==> src/rtl/ifu_fetch_pkg.sv <==
// rtl/ifu_fetch_pkg.sv - shared widths, constants, state encoding and helpers for the fetch unit
package ifu_fetch_pkg;

    localparam int PORT_ADDR_WIDTH = 32;
    localparam int PORT_DATA_WIDTH = 32;
    localparam int WORD_WIDTH      = 32;

    localparam logic [PORT_DATA_WIDTH-1:0] INST_NOP = 32'h0000_0013;
    localparam logic [PORT_ADDR_WIDTH-1:0] PC_STEP  = PORT_ADDR_WIDTH'(WORD_WIDTH / 8);

    typedef enum logic [1:0] {
        S_IDLE = 2'd0,
        S_REQ  = 2'd1,
        S_WAIT = 2'd2,
        S_FULL = 2'd3
    } ifu_state_e;

    // Jump targets are forced onto a word boundary before they become the PC.
    function automatic logic [PORT_ADDR_WIDTH-1:0] align_word(input logic [PORT_ADDR_WIDTH-1:0] a);
        return a & ~PORT_ADDR_WIDTH'(3);
    endfunction

endpackage

==> src/rtl/ifu_skid_buf.sv <==
// rtl/ifu_skid_buf.sv - one-entry {pc, inst} buffer that parks a response while the pipeline is held
module ifu_skid_buf
    import ifu_fetch_pkg::*;
(
    input  logic                       clk,
    input  logic                       rst_n,
    input  logic                       i_load,
    input  logic                       i_drain,
    input  logic                       i_flush,
    input  logic [PORT_ADDR_WIDTH-1:0] i_pc,
    input  logic [PORT_DATA_WIDTH-1:0] i_inst,
    output logic                       o_full,
    output logic [PORT_ADDR_WIDTH-1:0] o_pc,
    output logic [PORT_DATA_WIDTH-1:0] o_inst
);

    logic                       r_full;
    logic [PORT_ADDR_WIDTH-1:0] r_pc;
    logic [PORT_DATA_WIDTH-1:0] r_inst;

    always_ff @(posedge clk or negedge rst_n) begin
        if (!rst_n) begin
            r_full <= 1'b0;
            r_pc   <= '0;
            r_inst <= INST_NOP;
        end else if (i_flush || i_drain) begin
            r_full <= 1'b0;
        end else if (i_load) begin
            r_full <= 1'b1;
            r_pc   <= i_pc;
            r_inst <= i_inst;
        end
    end

    assign o_full = r_full;
    assign o_pc   = r_pc;
    assign o_inst = r_inst;

endmodule

==> src/rtl/ifu_fetch.sv <==
// rtl/ifu_fetch.sv - instruction fetch unit with jump/hold handling; IFU_MISALIGN_CHK_EN enables misaligned-jump reporting
module ifu_fetch
    import ifu_fetch_pkg::*;
#(
    parameter logic [PORT_ADDR_WIDTH-1:0] RESET_PC = 32'h0000_0000
) (
    input  logic                       clk,
    input  logic                       rst_n,
    output logic                       ifu_mem_req_o,
    output logic [PORT_ADDR_WIDTH-1:0] ifu_mem_addr_o,
    input  logic                       ifu_mem_gnt_i,
    input  logic                       ifu_mem_rvalid_i,
    input  logic [PORT_DATA_WIDTH-1:0] ifu_mem_rdata_i,
    input  logic                       ifu_jump_flag_i,
    input  logic [PORT_ADDR_WIDTH-1:0] ifu_jump_addr_i,
    input  logic                       ifu_hold_flag_i,
    output logic [PORT_ADDR_WIDTH-1:0] ifu_pc_o,
    output logic [PORT_DATA_WIDTH-1:0] ifu_inst_data_o,
    output logic                       ifu_inst_valid_o,
    output logic                       ifu_misalign_o,
    output logic [PORT_ADDR_WIDTH-1:0] ifu_misalign_addr_o
);

    ifu_state_e                 r_state, w_state_nxt;
    logic [PORT_ADDR_WIDTH-1:0] r_pc, w_pc_nxt;
    logic                       r_kill, w_kill_nxt;

    logic [PORT_ADDR_WIDTH-1:0] r_pc_o;
    logic [PORT_DATA_WIDTH-1:0] r_inst_o;
    logic                       r_valid_o;

    logic                       w_req;
    logic                       w_deliver;
    logic [PORT_ADDR_WIDTH-1:0] w_dlv_pc;
    logic [PORT_DATA_WIDTH-1:0] w_dlv_inst;
    logic                       w_skid_load, w_skid_drain, w_skid_flush;
    logic                       w_skid_full;
    logic [PORT_ADDR_WIDTH-1:0] w_skid_pc;
    logic [PORT_DATA_WIDTH-1:0] w_skid_inst;
    logic [PORT_ADDR_WIDTH-1:0] w_jump_pc;

    assign w_jump_pc = align_word(ifu_jump_addr_i);

    ifu_skid_buf u_skid (
        .clk     (clk),
        .rst_n   (rst_n),
        .i_load  (w_skid_load),
        .i_drain (w_skid_drain),
        .i_flush (w_skid_flush),
        .i_pc    (r_pc),
        .i_inst  (ifu_mem_rdata_i),
        .o_full  (w_skid_full),
        .o_pc    (w_skid_pc),
        .o_inst  (w_skid_inst)
    );

    always_ff @(posedge clk or negedge rst_n) begin
        if (!rst_n) begin
            r_state <= S_IDLE;
            r_pc    <= RESET_PC;
            r_kill  <= 1'b0;
        end else begin
            r_state <= w_state_nxt;
            r_pc    <= w_pc_nxt;
            r_kill  <= w_kill_nxt;
        end
    end

    always_comb begin
        w_state_nxt  = r_state;
        w_pc_nxt     = r_pc;
        w_kill_nxt   = r_kill;
        w_req        = 1'b0;
        w_deliver    = 1'b0;
        w_dlv_pc     = r_pc;
        w_dlv_inst   = ifu_mem_rdata_i;
        w_skid_load  = 1'b0;
        w_skid_drain = 1'b0;
        w_skid_flush = 1'b0;
        case (r_state)
            S_IDLE: begin
                w_state_nxt = S_REQ;
                if (ifu_jump_flag_i) w_pc_nxt = w_jump_pc;
            end
            S_REQ: begin
                w_req = !ifu_jump_flag_i && !ifu_hold_flag_i;
                if (ifu_jump_flag_i) begin
                    w_pc_nxt = w_jump_pc;
                end else if (w_req && ifu_mem_gnt_i) begin
                    w_state_nxt = S_WAIT;
                end
            end
            S_WAIT: begin
                if (ifu_mem_rvalid_i) begin
                    w_kill_nxt = 1'b0;
                    // A response to a pre-jump address is stale and must never reach IF/ID.
                    if (r_kill || ifu_jump_flag_i) begin
                        w_state_nxt = S_REQ;
                        if (ifu_jump_flag_i) w_pc_nxt = w_jump_pc;
                    end else if (ifu_hold_flag_i) begin
                        w_skid_load = 1'b1;
                        w_pc_nxt    = r_pc + PC_STEP;
                        w_state_nxt = S_FULL;
                    end else begin
                        w_deliver   = 1'b1;
                        w_pc_nxt    = r_pc + PC_STEP;
                        w_state_nxt = S_REQ;
                    end
                end else if (ifu_jump_flag_i) begin
                    w_pc_nxt   = w_jump_pc;
                    w_kill_nxt = 1'b1;
                end
            end
            S_FULL: begin
                if (ifu_jump_flag_i) begin
                    w_skid_flush = 1'b1;
                    w_pc_nxt     = w_jump_pc;
                    w_state_nxt  = S_REQ;
                end else if (!ifu_hold_flag_i) begin
                    w_skid_drain = w_skid_full;
                    w_deliver    = 1'b1;
                    w_dlv_pc     = w_skid_pc;
                    w_dlv_inst   = w_skid_inst;
                    w_state_nxt  = S_REQ;
                end
            end
            default: w_state_nxt = S_IDLE;
        endcase
    end

    // Jump beats hold: the redirect bubble must appear even while ctrl is stalling.
    always_ff @(posedge clk or negedge rst_n) begin
        if (!rst_n) begin
            r_pc_o    <= '0;
            r_inst_o  <= INST_NOP;
            r_valid_o <= 1'b0;
        end else if (ifu_jump_flag_i) begin
            r_inst_o  <= INST_NOP;
            r_valid_o <= 1'b0;
        end else if (!ifu_hold_flag_i) begin
            if (w_deliver) begin
                r_pc_o    <= w_dlv_pc;
                r_inst_o  <= w_dlv_inst;
                r_valid_o <= 1'b1;
            end else begin
                r_inst_o  <= INST_NOP;
                r_valid_o <= 1'b0;
            end
        end
    end

    assign ifu_mem_req_o    = w_req;
    assign ifu_mem_addr_o   = r_pc;
    assign ifu_pc_o         = r_pc_o;
    assign ifu_inst_data_o  = r_inst_o;
    assign ifu_inst_valid_o = r_valid_o;

`ifdef IFU_MISALIGN_CHK_EN
    logic                       r_misalign;
    logic [PORT_ADDR_WIDTH-1:0] r_misalign_addr;
    logic                       w_misalign_hit;

    assign w_misalign_hit = ifu_jump_flag_i && (ifu_jump_addr_i != w_jump_pc);

    always_ff @(posedge clk or negedge rst_n) begin
        if (!rst_n) begin
            r_misalign      <= 1'b0;
            r_misalign_addr <= '0;
        end else begin
            r_misalign <= w_misalign_hit;
            if (w_misalign_hit) r_misalign_addr <= ifu_jump_addr_i;
        end
    end

    assign ifu_misalign_o      = r_misalign;
    assign ifu_misalign_addr_o = r_misalign_addr;
`else
    assign ifu_misalign_o      = 1'b0;
    assign ifu_misalign_addr_o = '0;
`endif

endmodule
==> config.mk <==
export PLATFORM = sky130hd
export DESIGN_NAME = ifu_fetch
export DESIGN_NICKNAME = d
export VERILOG_FILES = /design/src/rtl/ifu_fetch_pkg.sv /design/src/rtl/ifu_skid_buf.sv /design/src/rtl/ifu_fetch.sv
export SDC_FILE = /design/constraint.sdc
export NUM_CORES = 1
export LEC_CHECK = 0
export ABC_AREA = 1
export ABC_CLOCK_PERIOD_IN_PS = 1800
export BUFFER_PORTS_ARGS = -buffer_cell sky130_fd_sc_hd__buf_2
export CAP_MARGIN = 10
export CELL_PAD_IN_SITES_DETAIL_PLACEMENT = 0
export CELL_PAD_IN_SITES_GLOBAL_PLACEMENT = 1
export CORE_ASPECT_RATIO = 0.9
export CORE_UTILIZATION = 39
export DETAILED_ROUTE_END_ITERATION = 12
export PLACE_DENSITY_LB_ADDON = 0.1
export SLEW_MARGIN = 10
export SYNTH_ARGS = -nofsm -noshare
export SYNTH_HDL_FRONTEND = slang
export SYNTH_SLANG_ARGS = --single-unit
==> constraint.sdc <==
create_clock -name clk -period 1.8 [get_ports clk]
set_input_delay 0.36 -clock clk [delete_from_list [all_inputs] [get_ports clk]]
set_output_delay 0.36 -clock clk [all_outputs]
set_load 0.03 [all_outputs]
# After elaboration in Yosys (flattened, before gate mapping)
# Index checks and enable logic that the tools add are counted.
# classes
reduce_logical,14
bitwise,3
n_addsub,1
n_eq_ne,8
muxes,39
# op_table
operator,count
32-bit 2-to-1 mux,8
32-bit one-hot mux with 2 select lines,1
"32-bit by 3-bit adder with 32-bit output, second input constant",1
1-bit 2-to-1 mux,21
2-bit 2-to-1 mux,7
"2-bit inequality test, second input constant",4
2-bit one-hot mux with 4 select lines,1
"2-bit equality test, second input constant",2
2-bit AND reduction,2
4-bit AND reduction,1
2-bit nonzero test,2
"3-bit inequality test, second input constant",1
1-bit NOT,3
3-bit AND reduction,1
3-bit OR reduction,1
"2-bit by 1-bit equality test with 1-bit output, second input constant",1
1-bit logical AND,2
1-bit logical NOT,2
2-bit logical NOT,1
1-bit logical OR,2
1-bit one-hot mux with 2 select lines,1
# word_totals
regBits,165
in_bits,70
word_cells,74

# Longest topological paths before layout
# depth
word_depth,7
depth_mapped,10

# By module
# A second synthesis with hierarchy kept.
# unflattened
cells_unflattened,1050
area_unflattened_um2,8336.7
# by_module_without_submodules
module,area_each_um2,seq_area_each_um2,instances,cells_per_inst
ifu_fetch,5716.7,2506.2,1,768
ifu_skid_buf,2620.0,1630.3,1,282

# Worst setup path after synthesis
# OpenSTA, ideal clock, no wires.
# synth_timing
path_kind,input to output
from,in ifu_hold_flag_i
to,out ifu_mem_req_o
path_stages,3
arrival_ns,1.399
required_ns,1.440
path_slack_ns,0.041
cell_sequence,buf_2 -> clkbuf_1 -> nor3_1
# synth_between
elab_chain_cells,3
# synth_rtl
item,line,rtl
start: declaration,ifu_fetch.sv:16,"input logic ifu_hold_flag_i,"
1-bit logical NOT,-,
1-bit logical AND,ifu_fetch.sv:86,w_req = !ifu_jump_flag_i && !ifu_hold_flag_i;
1-bit 2-to-1 mux,ifu_fetch.sv:80,case (r_state)
end: declaration,ifu_fetch.sv:9,"output logic ifu_mem_req_o,"
# No other way between the ends.

# Worst setup path after layout
# layout_timing
from,reg r_state[0]
to,out ifu_mem_req_o
# layout_between
elab_chain_cells,2
# layout_rtl
item,line,rtl
start: declaration,ifu_fetch.sv:24,"ifu_state_e r_state, w_state_nxt;"
start signal: assignment,ifu_fetch.sv:63,r_state <= w_state_nxt;
2-bit by 1-bit equality test with 1-bit output,ifu_fetch.sv:80,
1-bit 2-to-1 mux,ifu_fetch.sv:80,
# No other way between the ends.

==> metrics.yaml <==
worst_setup_path:
  rrSetupSlack_ps: 140
  cp-end-kind: "output port"
  startpoint_type: "flop"
  regToRegStartpoint: "r_state[1]"
  cp_data_required_time_ps: 1440
  cp_max_fo: 4
  worstPathArrival_ps: 1370
  worstRegToRegCells: 8
  crit_type: "flop to output port"
  r2r_end: "u_skid.o_inst[28]"
timing:
  setup_slack_ps: 72.4
  grt_setup_unrepaired: "true"
  fin_crit_sh: 0.960
  setup_violations: 0
  fin_skew_ps: 9.70
  maxSlewViolCount: 0
  fmax_ghz: 0.579
  fin_crit_ps: 1730
  whs_ps: 160
  hold_viol_final: 0
global_route:
  grt_pass1_vias: 6543
  grt_util_all_layers: 0.208
  grt_overflow: 0
  grt_pass1_wl_um: 35100
  grt_start_max_net_pins: 83
  antenna_found_initial: 2
cts:
  cts-htree-levels: 4
  clock_sinks: 164
  cts_inserted_buffers: 17
  cts_tree: "yes"
  cts.clk_slew.worst_paths_ps: 60
  root_buffer: "clkbuf_16"
  insertion_delay_ps: 430
  cts_buffer_depth: 2
floorplan:
  rows: 50
  die_h_um: 140
  die_w_um: 156
  core_area_mm2: 0.0208
  ios: 201
  die_area_mm2: 0.0219
  start_util: 0.398
logic_synthesis:
  synth_edf_count: 0
  syn_area_mm2: 0.00830
  synth_warnings: 0
  synth-async-reset-ratio: 1.00
  synth_seq_area_share: 0.496
  synth.area.top_cells: "dfrtp_1 48%, nand2_1 15%, o211ai_1 4.1%"
  yosysMostFrequentCell: "nand2_1"
  synth-seq-cells: 164
  synth_area_per_cell_um2: 7.99
  synth_ff_type: "dfrtp_1"
  netlist_instances: 1039
  netlist.area_leader.share: 0.477
  synth.distinct_cells: 34
  synth_top_cell_by_area: "dfrtp_1"
  synth.top_cells.by_count: "330 x nand2_1, 158 x dfrtp_1, 89 x inv_1, 74 x nor2_1, 63 x o21ai_1"
hold_path:
  min_to: "u_skid.o_inst[1]"
  worstHoldPathType: "input pin to flop"
  min-delay-start: "ifu_mem_rdata_i[1]"
  min_delay_path_depth: 3
drt:
  vias_per_cell: 4.73
  drt-total-wl_um: 22200
  wl_per_cell_um: 14.8
  num_vias: 7079
  drtAntennaViolNets: 0
  drc_errors: 0
  drt_pass1_iterations: 5
  drtIter0Drc: 392
cells_and_area:
  syn2layout_area_growth_pct: 21.1
  fillers: 2198
  drive_gt1_frac: 0.217
  finish.utilization: 0.482
  nets: 1274
  stdcell_count: 1497
run:
  maxCapViolCount: 0
run_status:
  status: "finished clean"
power:
  design_power_total_mw: 13.9
  ir_worst_vdd_mv: 0.667
  p_leak_nw: 5.20
  power.density_mw_per_mm2: 1380
placement:
  port_buffers: 165
  dp_cells: 1462
  dp_hpwl_um: 15100
  gp_congestion: 0.800
  pre_cts_slack_ps: 129
[flip-flops by register name, summed over array words and instances (netlist names)]
name              flops
ifu_inst_data_o      32
ifu_inst_valid_o      1
ifu_mem_addr_o       32
ifu_pc_o             32
r_kill                1
r_state               2
u_skid.o_inst        32
u_skid.o_pc          32
[logic make-up after synthesis]
logic type | count (synthesis) | synth area share
simple gates | 483 | 0.238
compound gates | 194 | 0.137
buf+inv | 182 | 0.110
flops | 164 | 0.496
xor+xnor | 9 | 0.00950
fa+ha+maj | 6 | 0.00905
other cells | 1 | 0.000452
[through the flow]
stage	cell area [um2]	TNS, ps
2_1_floorplan	8420	0
3_3_place_gp	9400	0
3_5_place_dp	9400	0
4_1_cts	9980	0
5_1_grt	10000	-1.65
6_report	10000	0
[worst max path at each step]
stage                     from           endpoint  cells past startpoint
6_report            r_state[0]      ifu_mem_req_o                      5
4_1_cts             r_state[0]      ifu_mem_req_o                      5
5_1_grt             r_state[1]      ifu_mem_req_o                      5
3_3_place_gp   ifu_jump_flag_i        ifu_pc_o[7]                      7
2_1_floorplan  ifu_hold_flag_i      ifu_mem_req_o                      3
3_5_place_dp        r_state[0]  u_skid.o_inst[25]                      8
[layout by cell type (no fill, tap or decap), drive strengths merged]
master,instances
ha,6
dlygate4sd3,1
o21bai,1
o21ai,105
nand3,57
dfrtp,158
nand4,2
o2bb2ai,1
inv,96
o22ai,2
a31oi,35
dfstp,6
o211ai,45
or2,7
diode,1
nor2,82
conb,33
nor3,2
clkbuf,20
xor2,9
a21oi,4
nand2,333
buf,196
clkinvlp,5
clkinv,3
a31o,1
[layer usage]
metal  track usage  routed length [um]  share of wire  vias up
met5             0                  13        0.00059        -
met4        0.0495                 185         0.0083        2
met3        0.0467                1100          0.050       15
met2         0.318                9990           0.45      149
met1         0.297               10900           0.49     3299
li1              -                   -              -     3614
[repair_timing]
action | in CTS | in global routing
resized for setup | 5 | 7
hold buffers | 1 | 0
cloned | 0 | 1
setup buffers | 1 | 0
setup endpoints to repair | 1 | 44
endpoints found under the hold margin | 21 | 0
pin swaps | 1 | 1
[final cells by class]
cell class,count,area (um2),share of cell area
Sequential cell,164,4110,0.409
Tap cell,286,358,0.0356
Antenna cell,1,2.50,0.000249
Clock buffer,19,453,0.0451
Timing Repair Buffer,198,1230,0.123
Clock inverter,12,97.6,0.00972
Multi-Input combinational cell,725,3440,0.343
Inverter,92,345,0.0344
[critical path, cell delays in order (launching register included)]
cell,delay (ps)
dfrtp_1,370
buf_4,160
ha_4,160
inv_2,60
nor3_2,30
buf_4,160
[power breakdown]
| group | switching [mW] | internal (mW) | total [mW] |
|---|---|---|---|
| combinational | 3.23 | 1.56 | 4.80 |
| sequential | 0.743 | 4.85 | 5.59 |
| clock | 1.61 | 1.86 | 3.47 |
Power figures use the tool's default switching activity.
